**config.mk**
```make
export PLATFORM = sky130hd
export DESIGN_NAME = multicycle_sequencer
export DESIGN_NICKNAME = d
export VERILOG_FILES = /design/src/rtl/multicycle_sequencer.sv
export SDC_FILE = /design/constraint.sdc
export NUM_CORES = 1
export LEC_CHECK = 0
export ABC_AREA = 1
export BUFFER_PORTS_ARGS = -buffer_cell sky130_fd_sc_hd__buf_4
export CORE_MARGIN = 2
export CORE_UTILIZATION = 35
export CTS_BUF_LIST = sky130_fd_sc_hd__clkbuf_4
export CTS_CLUSTER_SIZE = 14
export DETAILED_ROUTE_END_ITERATION = 10
export GPL_ROUTABILITY_DRIVEN = 0
export SLEW_MARGIN = 5
export SYNTH_ARGS = -nofsm -noshare
export SYNTH_HDL_FRONTEND = slang
export SYNTH_SLANG_ARGS = --single-unit
```
**constraint.sdc**
```tcl
create_clock -name clk -period 2.4 [get_ports clk]
set_input_delay 0.48 -clock clk [delete_from_list [all_inputs] [get_ports clk]]
set_output_delay 0.48 -clock clk [all_outputs]
set_load 0.03 [all_outputs]
```
**src/rtl/multicycle_sequencer.sv**
```systemverilog
// multicycle_sequencer: dispatches decoded multicycle ops to execution units and sequences their write-back
module multicycle_sequencer #(
   parameter int NUM_UNITS = 2,
   parameter int TIMEOUT   = 64,
   parameter int UW        = (NUM_UNITS > 1) ? $clog2(NUM_UNITS) : 1
) (
   input  logic                 clk,
   input  logic                 rst_n,
   input  logic                 mc_req,
   input  logic [UW-1:0]        mc_unit,
   input  logic [1:0]           mc_mode,
   input  logic                 stall,
   input  logic                 flush,
   input  logic [NUM_UNITS-1:0] unit_done,
   output logic [NUM_UNITS-1:0] unit_start,
   output logic [NUM_UNITS-1:0] unit_abort,
   output logic [1:0]           unit_mode,
   output logic                 hold_pc,
   output logic                 result_write,
   output logic [UW-1:0]        result_sel,
   output logic                 busy,
   output logic                 fault,
   output logic [9:0]           last_latency
);
   typedef enum logic [2:0] {IDLE, START, WAIT, WB, FAULT} state_t;
   state_t state, state_nx;
   logic [UW-1:0] sel;
   logic [9:0] cnt;
   logic [NUM_UNITS-1:0] sel_oh, req_oh;
   logic accept, done, timeout;
   assign sel_oh = NUM_UNITS'(1) << sel;
   assign req_oh = NUM_UNITS'(1) << mc_unit;
   assign done = |(unit_done & sel_oh);
   assign timeout = cnt == 10'(TIMEOUT - 1);
   // a request is refused while the previous result is being written
   assign accept = state == IDLE && mc_req && !stall && !flush && !result_write;
   assign result_sel = sel;
   assign hold_pc = rst_n && ((state == IDLE || state == WB) ? stall : 1'b1);
   // next-state selection; flush returns to IDLE from anywhere
   always_comb begin
      state_nx = state;
      if (flush) state_nx = IDLE;
      else case (state)
         IDLE:    if (accept) state_nx = 32'(mc_unit) < NUM_UNITS ? START : FAULT;
         START:   state_nx = WAIT;
         WAIT:    state_nx = done ? WB : timeout ? FAULT : WAIT;
         WB:      state_nx = stall ? WB : IDLE;
         FAULT:   state_nx = FAULT;
         default: state_nx = IDLE;
      endcase
   end
   // state, registered outputs, saturating wait counter and latched op
   always_ff @(posedge clk or negedge rst_n) begin
      if (!rst_n) begin
         state        <= IDLE;
         sel          <= '0;
         unit_mode    <= '0;
         cnt          <= '0;
         last_latency <= '0;
         unit_start   <= '0;
         unit_abort   <= '0;
         result_write <= 1'b0;
         busy         <= 1'b0;
         fault        <= 1'b0;
      end else begin
         state        <= state_nx;
         busy         <= state_nx != IDLE;
         fault        <= state_nx == FAULT;
         unit_start   <= state_nx == START ? req_oh : '0;
         unit_abort   <= (flush && (state == START || state == WAIT)) ? sel_oh : '0;
         result_write <= state == WB && !stall && !flush;
         cnt          <= state == WAIT ? cnt + {9'd0, cnt != 10'h3ff} : '0;
         if (accept) begin
            sel       <= mc_unit;
            unit_mode <= mc_mode;
         end
         if (state == WAIT && done && !flush) last_latency <= cnt + {9'd0, cnt != 10'h3ff};
      end
   end
endmodule
```
# After elaboration in Yosys (flattened, before gate mapping)
# Index checks and enable logic that the tools add are counted.
# op_classes
add_sub_neg	1
eq_ne	8
shifts	2
mux	10
n_bitwise	1
reduce_logical	18
# ops
operator	count
$pmux W3 S5	1
$mux W3	4
$add A10 B1 Y10	1
$eq A10 B6 Y1 const B	1
$logic_and A1 B1 Y1	10
$mux W10	1
$ne A10 B10 Y1 const B	1
$eq A3 B1 Y1 const B	2
$eq A3 B2 Y1 const B	2
$eq A3 B3 Y1 const B	2
$mux W2	3
$shl A1 B1 Y2 const A	2
$logic_not A1 Y1	3
$logic_not A3 Y1	1
$reduce_bool A3 Y1	1
$and A2 B2 Y2	1
$logic_or A1 B1 Y1	2
$reduce_or A2 Y1	1
$mux W1	1
# totals
regBits	33
in_bits	10
output_inout_bits	21
word_cells	50

# Logic depth before layout (Yosys ltp)
# Gate-level depths: netlist of run 1.
# depth
ltp_word	10
depth_mapped	13
mapped_depth_nobuf	13

# Worst setup path before layout of run 1
# OpenSTA, ideal clock, no wires.
# synth_timing
kind	flip-flop to output port
start	register state[1]
end	output port hold_pc
t_arrival_ns	1.410
required_ns	1.920
setup_slack_ns	0.510
stages_incl_launch_ff	6
n_path_buf	0
path_cell_list	dfrtp_1 > inv_1 > nor3_1 > inv_1 > o21ai_0 > a21boi_0
# synth_between
elab_chain_len	4
word_cells_on_any_way	5
classes_between	eq/ne: 1; mux: 1; reduce/logical: 3
# synth_lines
element	line	rtl
from (decl)	26	state_t state, state_nx;
from (signal assigned)	66	state <= state_nx;
$eq A3 B2 Y1 / $logic_not A3 Y1 (equally long branches)	38	assign hold_pc = rst_n && ((state == IDLE || state == WB) ? stall : 1'b1);
$logic_or A1 B1 Y1 *	38	
$mux W1 *	38	
$logic_and A1 B1 Y1 *	38	
to (decl)	18	output logic hold_pc,
# Mark *: on every way between the ends. The rest lies on a longest branch, timed or not.

# Worst setup path after layout of run 1
# layout_timing
start	register state[2]
end	output port hold_pc
# The elaborated chain is that of the path after synthesis.

==> results_dict.tcl, run 1 <==
set metrics [dict create \
    peakVddDrop_uv 353 \
    fmax_mhz 487 \
    crit_path_start_kind "register" \
    worst_slew_pin_slew_ps 419 \
    syn_area_mm2 0.00147 \
    grt-ovfl-total 0 \
    viasPerCell 4.37 \
    areaGrowthSynthToFinish_pct 22.6 \
    syn_area_per_cell_um2 8.80 \
    wl_um 2740 \
    die_y_um 68.8 \
    relSlewSlack_pct 72.1 \
    cp.arrival_ps 1580 \
    vias 1111 \
    hold-worst-slack_ps 191 \
    clk_path_buf_depth 2 \
    ys_warn_count 0 \
    tns_ps 0 \
    postCtsSetupBuffers 0 \
    ys_ff_latch 33 \
    layout-drive-gt1-share_pct 22.5 \
    antenna_found_initial 0 \
    finalSetupViolCount 0 \
    antenna_cells 0 \
    dieArea_mm2 0.00473 \
    cts.sinks 33 \
    clockPowerShare_pct 27.5 \
    tritoncts "yes" \
    power_frac_comb_pct 15.9 \
    cts_resized 0 \
    start_util_pct 36.5 \
    coreArea_mm2 0.00403 \
    power.internal_mw 0.756 \
    period_needed_ps 2060 \
    dr.pass1.iters 4 \
    hold_class "in2async" \
    detail-route-antenna-nets 0 \
    io_buffers 30 \
    rsz0062_at_grt "no" \
    postCtsHoldBufs 0 \
    cp.required_ps 1920 \
    switching_share_pct 27.9 \
    cellLeakagePower_nw 0.964 \
    powerDensity_mw_per_mm2 582 \
    cts_max_level 2 \
    synth_ff_type "dfrtp_1" \
    maxCapViolCount 0 \
    finClkSkew_ps 5.12 \
    grt_max_degree 34 \
    drc 0 \
    drt_iter0_drc 61 \
    syn_nets 179 \
    num_rows 23 \
    worstSetupPathType "reg2out" \
    seq_area_frac_synth_pct 56.2 \
    hold_violations 0 \
    switching_power_mw 0.293 \
    io_pins 31 \
    cts.clk_slew.worst_paths_ps 90 \
    cts-root-buf "clkbuf_4" \
    pwr-share-seq_pct 56.6 \
    critPathCaptureType "primary output" \
    async_flop_share_pct 100 \
    grt_usage_pct 14.2 \
    synth_edf_count 0 \
    timing.final.crit_share_pct 85.6 \
    worstPathMaxFanout 6 \
    final_nets 216 \
    grt_pass1_vias 1076 \
    slew_viol_final 0 \
    synth.distinct_cells 22 \
    clk_latency_ps 320 \
    die_w_um 68.8 \
    grt_pass1_wl_um 4840 \
    cts_buffers 5 \
    routedWlPerCell_um 10.8 \
    place_hpwl_um 2040 \
    status "complete, no violations" \
    postSynthCellCount 167 \
]
==> cell families after synthesis <==
logic type,Yosys count,share of synthesized area [%]
AO/OA/AOI/OAI,14,6.21
buffers and inverters,27,7.40
adder cells (fa/ha/maj),2,1.70
flip-flops,33,56.2
XOR/XNOR,7,4.17
AND/OR/NAND/NOR,84,24.3
==> placed cells by master (no fill, tap or decap), drive strengths merged <==
master and n:
and2 1, buf 31, nor3 7, o21ai 11
clkinv 2, clkbuf 6, xnor2 2, xor2 5
a21boi 1, nand4 2, inv 25, nand2 44
ha 2, dfrtp 33, nand3 8, nor2 22
a21oi 2
==> path summary, 6_finish.rpt <==
path                       startpoint              end  slack, ps  cells past startpoint
max reg2reg                    cnt[2]           cnt[8]        480                     12
max in group asynchronous       rst_n    unit_abort[1]       1900                      2
min in group clk              mc_unit    unit_start[0]        310                      2
min                             rst_n  last_latency[2]        190                      2
max                          state[2]          hold_pc        340                      5
min reg2reg                result_sel    unit_abort[0]        480                      1
==> cell usage after synthesis (2+ instances only) <==
cell type  instances  area (um^2)
o21ai_2            5         43.8
nand4_1            2         12.5
inv_1             24         90.1
nand3_1            8         40.0
nor3_1             6         30.0
o21ai_0            2         10.0
nor2_1            21         78.8
xnor2_1            2         17.5
nand2_1           43          161
xor2_1             5         43.8
o21ai_1            4         20.0
dfrtp_1           33          826
ha_1               2         25.0
a21oi_1            2         10.0
==> state kept, by name, summed over array words and instances, names as in the netlist, 2 cells and up <==
register	cells
unit_mode	2
state	3
unit_abort	2
last_latency	10
unit_start	2
cnt	10
==> metrics by stage <==
step | util, % | std cells | cell area, um^2 | power (mW) | setup slack (ps)
5_1_grt | 44.8 | 254 | 1800 | 1.11 | 176
4_1_cts | 44.8 | 254 | 1800 | 1.07 | 332
2_1_floorplan | - | 167 | 1470 | 0.700 | 510
3_5_place_dp | 43.5 | 247 | 1750 | 0.774 | 482
3_3_place_gp | 43.5 | 247 | 1750 | 0.775 | 531
6_report | 44.8 | 254 | 1800 | 1.05 | 345
==> final cells by class <==
cell class / count / area (um^2)
timing repair buffer: 31 / 233
inverter: 26 / 97.6
clock buffer: 6 / 45.0
sequential: 33 / 826
clock inverter: 1 / 3.75
fill: 440 / 2230
multi-input combinational: 107 / 536
tap: 50 / 62.6
==> critical path, cell delays in order, from the launching register on <==
cell and delay, ps:
dfrtp_1 460, nor3_1 350, inv_1 90, o21ai_0 70, a21boi_0 100, buf_4 170
==> metal layers <==
layer	global-route usage (%)	wire, um	up-vias	part of all wire [%]
met5	0	0	-	0
met4	7.35	60	0	2.2
met3	3.41	112	5	4.1
met1	19.9	1370	494	50
li1	-	-	590	-
met2	20.4	1200	22	44
==> power by group through the flow <==
stage,registers [mW],clock network (mW),logic (mW)
6_report,0.594,0.289,0.167
3_3_place_gp,0.605,0,0.169
4_1_cts,0.594,0.304,0.170
3_5_place_dp,0.605,0,0.169
2_1_floorplan,0.649,0,0.0511
5_1_grt,0.597,0.328,0.184
(Power assumes the default switching activity.)
==> inputs of run 2 (changes only) <==
--- a/config.mk
+++ b/config.mk
@@ -5,7 +5,6 @@
 export SDC_FILE = /design/constraint.sdc
 export NUM_CORES = 1
 export LEC_CHECK = 0
-export ABC_AREA = 1
 export BUFFER_PORTS_ARGS = -buffer_cell sky130_fd_sc_hd__buf_4
 export CORE_MARGIN = 2
 export CORE_UTILIZATION = 35
==> results_dict.tcl, run 2 <==
set metrics [dict create \
    cts_max_level 2 \
    period_needed_ps 1920 \
    synth.distinct_cells 36 \
    grt-ovfl-total 0 \
    async_flop_share_pct 100 \
    drt_iter0_drc 41 \
    worstSetupPathType "reg2out" \
    num_rows 23 \
    synth_area_leaders "dfrtp_1 58%, nor2_1 5.8%, xor2_1 4.9%, mux2_2 3.1%, a21oi_1 2.4%" \
    final_util_pct 43.7 \
    powerDensity_mw_per_mm2 824 \
    top_usage_layer "met2" \
    layout_common_cells "33 x dfrtp_1, 32 x buf_4, 22 x nor2_1" \
    total_power_mw 1.43 \
    hold_violations 0 \
    worst_slew_pin_slew_ps 395 \
    rsz0062_at_grt "no" \
    tns_ps 0 \
    ys_ff_latch 33 \
    r2r_cells 7 \
    dieArea_mm2 0.00462 \
    layout-drive-gt1-share_pct 30.8 \
    antenna_cells 0 \
    vias 1033 \
    r2r_start "cnt[2]" \
    maxCapViolCount 0 \
    slew_viol_final 0 \
    syn_area_per_cell_um2 11.7 \
    drc 0 \
    r2r_setup_slack_ps 490 \
    grt_pass1_vias 986 \
    die_y_um 68.0 \
    postSynthCellCount 123 \
    postCtsHoldBufs 0 \
    status "complete, no violations" \
    finClkSkew_ps 8.89 \
    yosysTopAreaCell "dfrtp_1" \
    syn_nets 135 \
    synth_edf_count 0 \
    worstPathMaxFanout 8 \
    peakVddDrop_uv 361 \
    yosysMostFrequentCell "dfrtp_1" \
    coreArea_mm2 0.00397 \
    synth_top_area_share_pct 57.6 \
    clk_path_buf_depth 2 \
    timing.final.crit_share_pct 79.9 \
    cp.required_ps 1920 \
    cts.clk_slew.worst_paths_ps 100 \
    routedWlPerCell_um 13.1 \
    grt_pass1_wl_um 4520 \
    grt_max_degree 34 \
    synth_commonest_cells "33 x dfrtp_1, 22 x nor2_1, 8 x xor2_1, 7 x a21oi_1, 5 x nand4_1" \
    antenna_found_initial 0 \
    cp.arrival_ps 1440 \
    cts-root-buf "clkbuf_4" \
    use_met3_pct 6.58 \
    crit_path_start_kind "register" \
    start_util_pct 36.1 \
    grt_usage_pct 13.6 \
    final_nets 168 \
    detail-route-antenna-nets 0 \
    hold_class "in2async" \
    reg_top3 "cnt (10), last_latency (10), state (3)" \
    clk_latency_ps 330 \
    cts_resized 0 \
    syn_area_mm2 0.00143 \
    io_buffers 30 \
    wl_um 2700 \
    critPathCaptureType "primary output" \
    cts_buffers 5 \
    viasPerCell 5.01 \
    finalSetupViolCount 0 \
    relSlewSlack_pct 72.9 \
    dr.pass1.iters 4 \
    cellLeakagePower_nw 0.837 \
    synth_ff_type "dfrtp_1" \
    postCtsSetupBuffers 0 \
    seq_area_frac_synth_pct 57.6 \
    layout_commonest_cell "dfrtp_1" \
    cts.sinks 33 \
    fmax_mhz 522 \
    io_pins 31 \
    ys_warn_count 0 \
    place_hpwl_um 1990 \
    gr-usage-met1_pct 16.6 \
    die_w_um 68.0 \
    areaGrowthSynthToFinish_pct 21.0 \
    use_met2_pct 21.2 \
    tritoncts "yes" \
    crit_start "state[0]" \
]
run 2: changes by cell type after synthesis, sizes merged, moves of 5 or more:
cell | before | now
nand2 | 44 | 1
inv | 25 | 2
o21ai | 11 | 1
a21oi | 2 | 9
nand3 | 8 | 3
nor3 | 7 | 2
run 2: critical path: stages (launching register included):
cell and delay, ps:
dfrtp_1 470, xor2_1 210, o31a_1 260, buf_4 170
run 2: stage by stage:
stage / hold slack, ps / std cells / instance area (um^2) / setup slack (ps)
2_1_floorplan: 184 / 123 / 1430 / 597
3_3_place_gp: 498 / 199 / 1690 / 597
3_5_place_dp: 500 / 199 / 1690 / 507
4_1_cts: 197 / 206 / 1740 / 463
5_1_grt: 199 / 206 / 1740 / 315
6_report: 193 / 206 / 1740 / 483
run 2: area by class of cell:
type / count / area (um^2)
Clock buffer: 6 / 45.0
Tap cell: 50 / 62.6
Fill cell: 395 / 2240
Inverter: 2 / 7.51
Timing Repair Buffer: 32 / 240
Clock inverter: 1 / 3.75
Sequential cell: 33 / 826
Multi-Input combinational cell: 82 / 551
run 2: kinds of logic after synthesis:
kind of cell             synth area share (%)
multiplexers                             3.84
XOR/XNOR                                 5.50
buffers and inverters                    4.01
flip-flops                               57.6
AND/OR/NAND/NOR                          20.2
AO/OA/AOI/OAI                            7.07
adder cells (fa/ha/maj)                  1.74
run 2: where the power goes:
| part | switching [mW] | internal [mW] | leakage, nW |
|---|---|---|---|
| logic | 0.276 | 0.177 | 0.372 |
| registers | 0.0483 | 0.642 | 0.436 |
| clock network | 0.169 | 0.118 | 0.0292 |
run 2: worst paths after layout:
kind	endpoint
worst max-delay path	hold_pc
worst min-delay path	last_latency[4]
worst max register to register	last_latency[4]
worst min register to register	last_latency[1]
max in group asynchronous	cnt[9]
min in group clk	unit_start[0]
run 2: layer usage:
layer / share of wire, % / wire length (um)
met5: 0 / 0
met4: 1.1 / 30
met3: 8.2 / 221
met2: 46 / 1250
met1: 44 / 1200
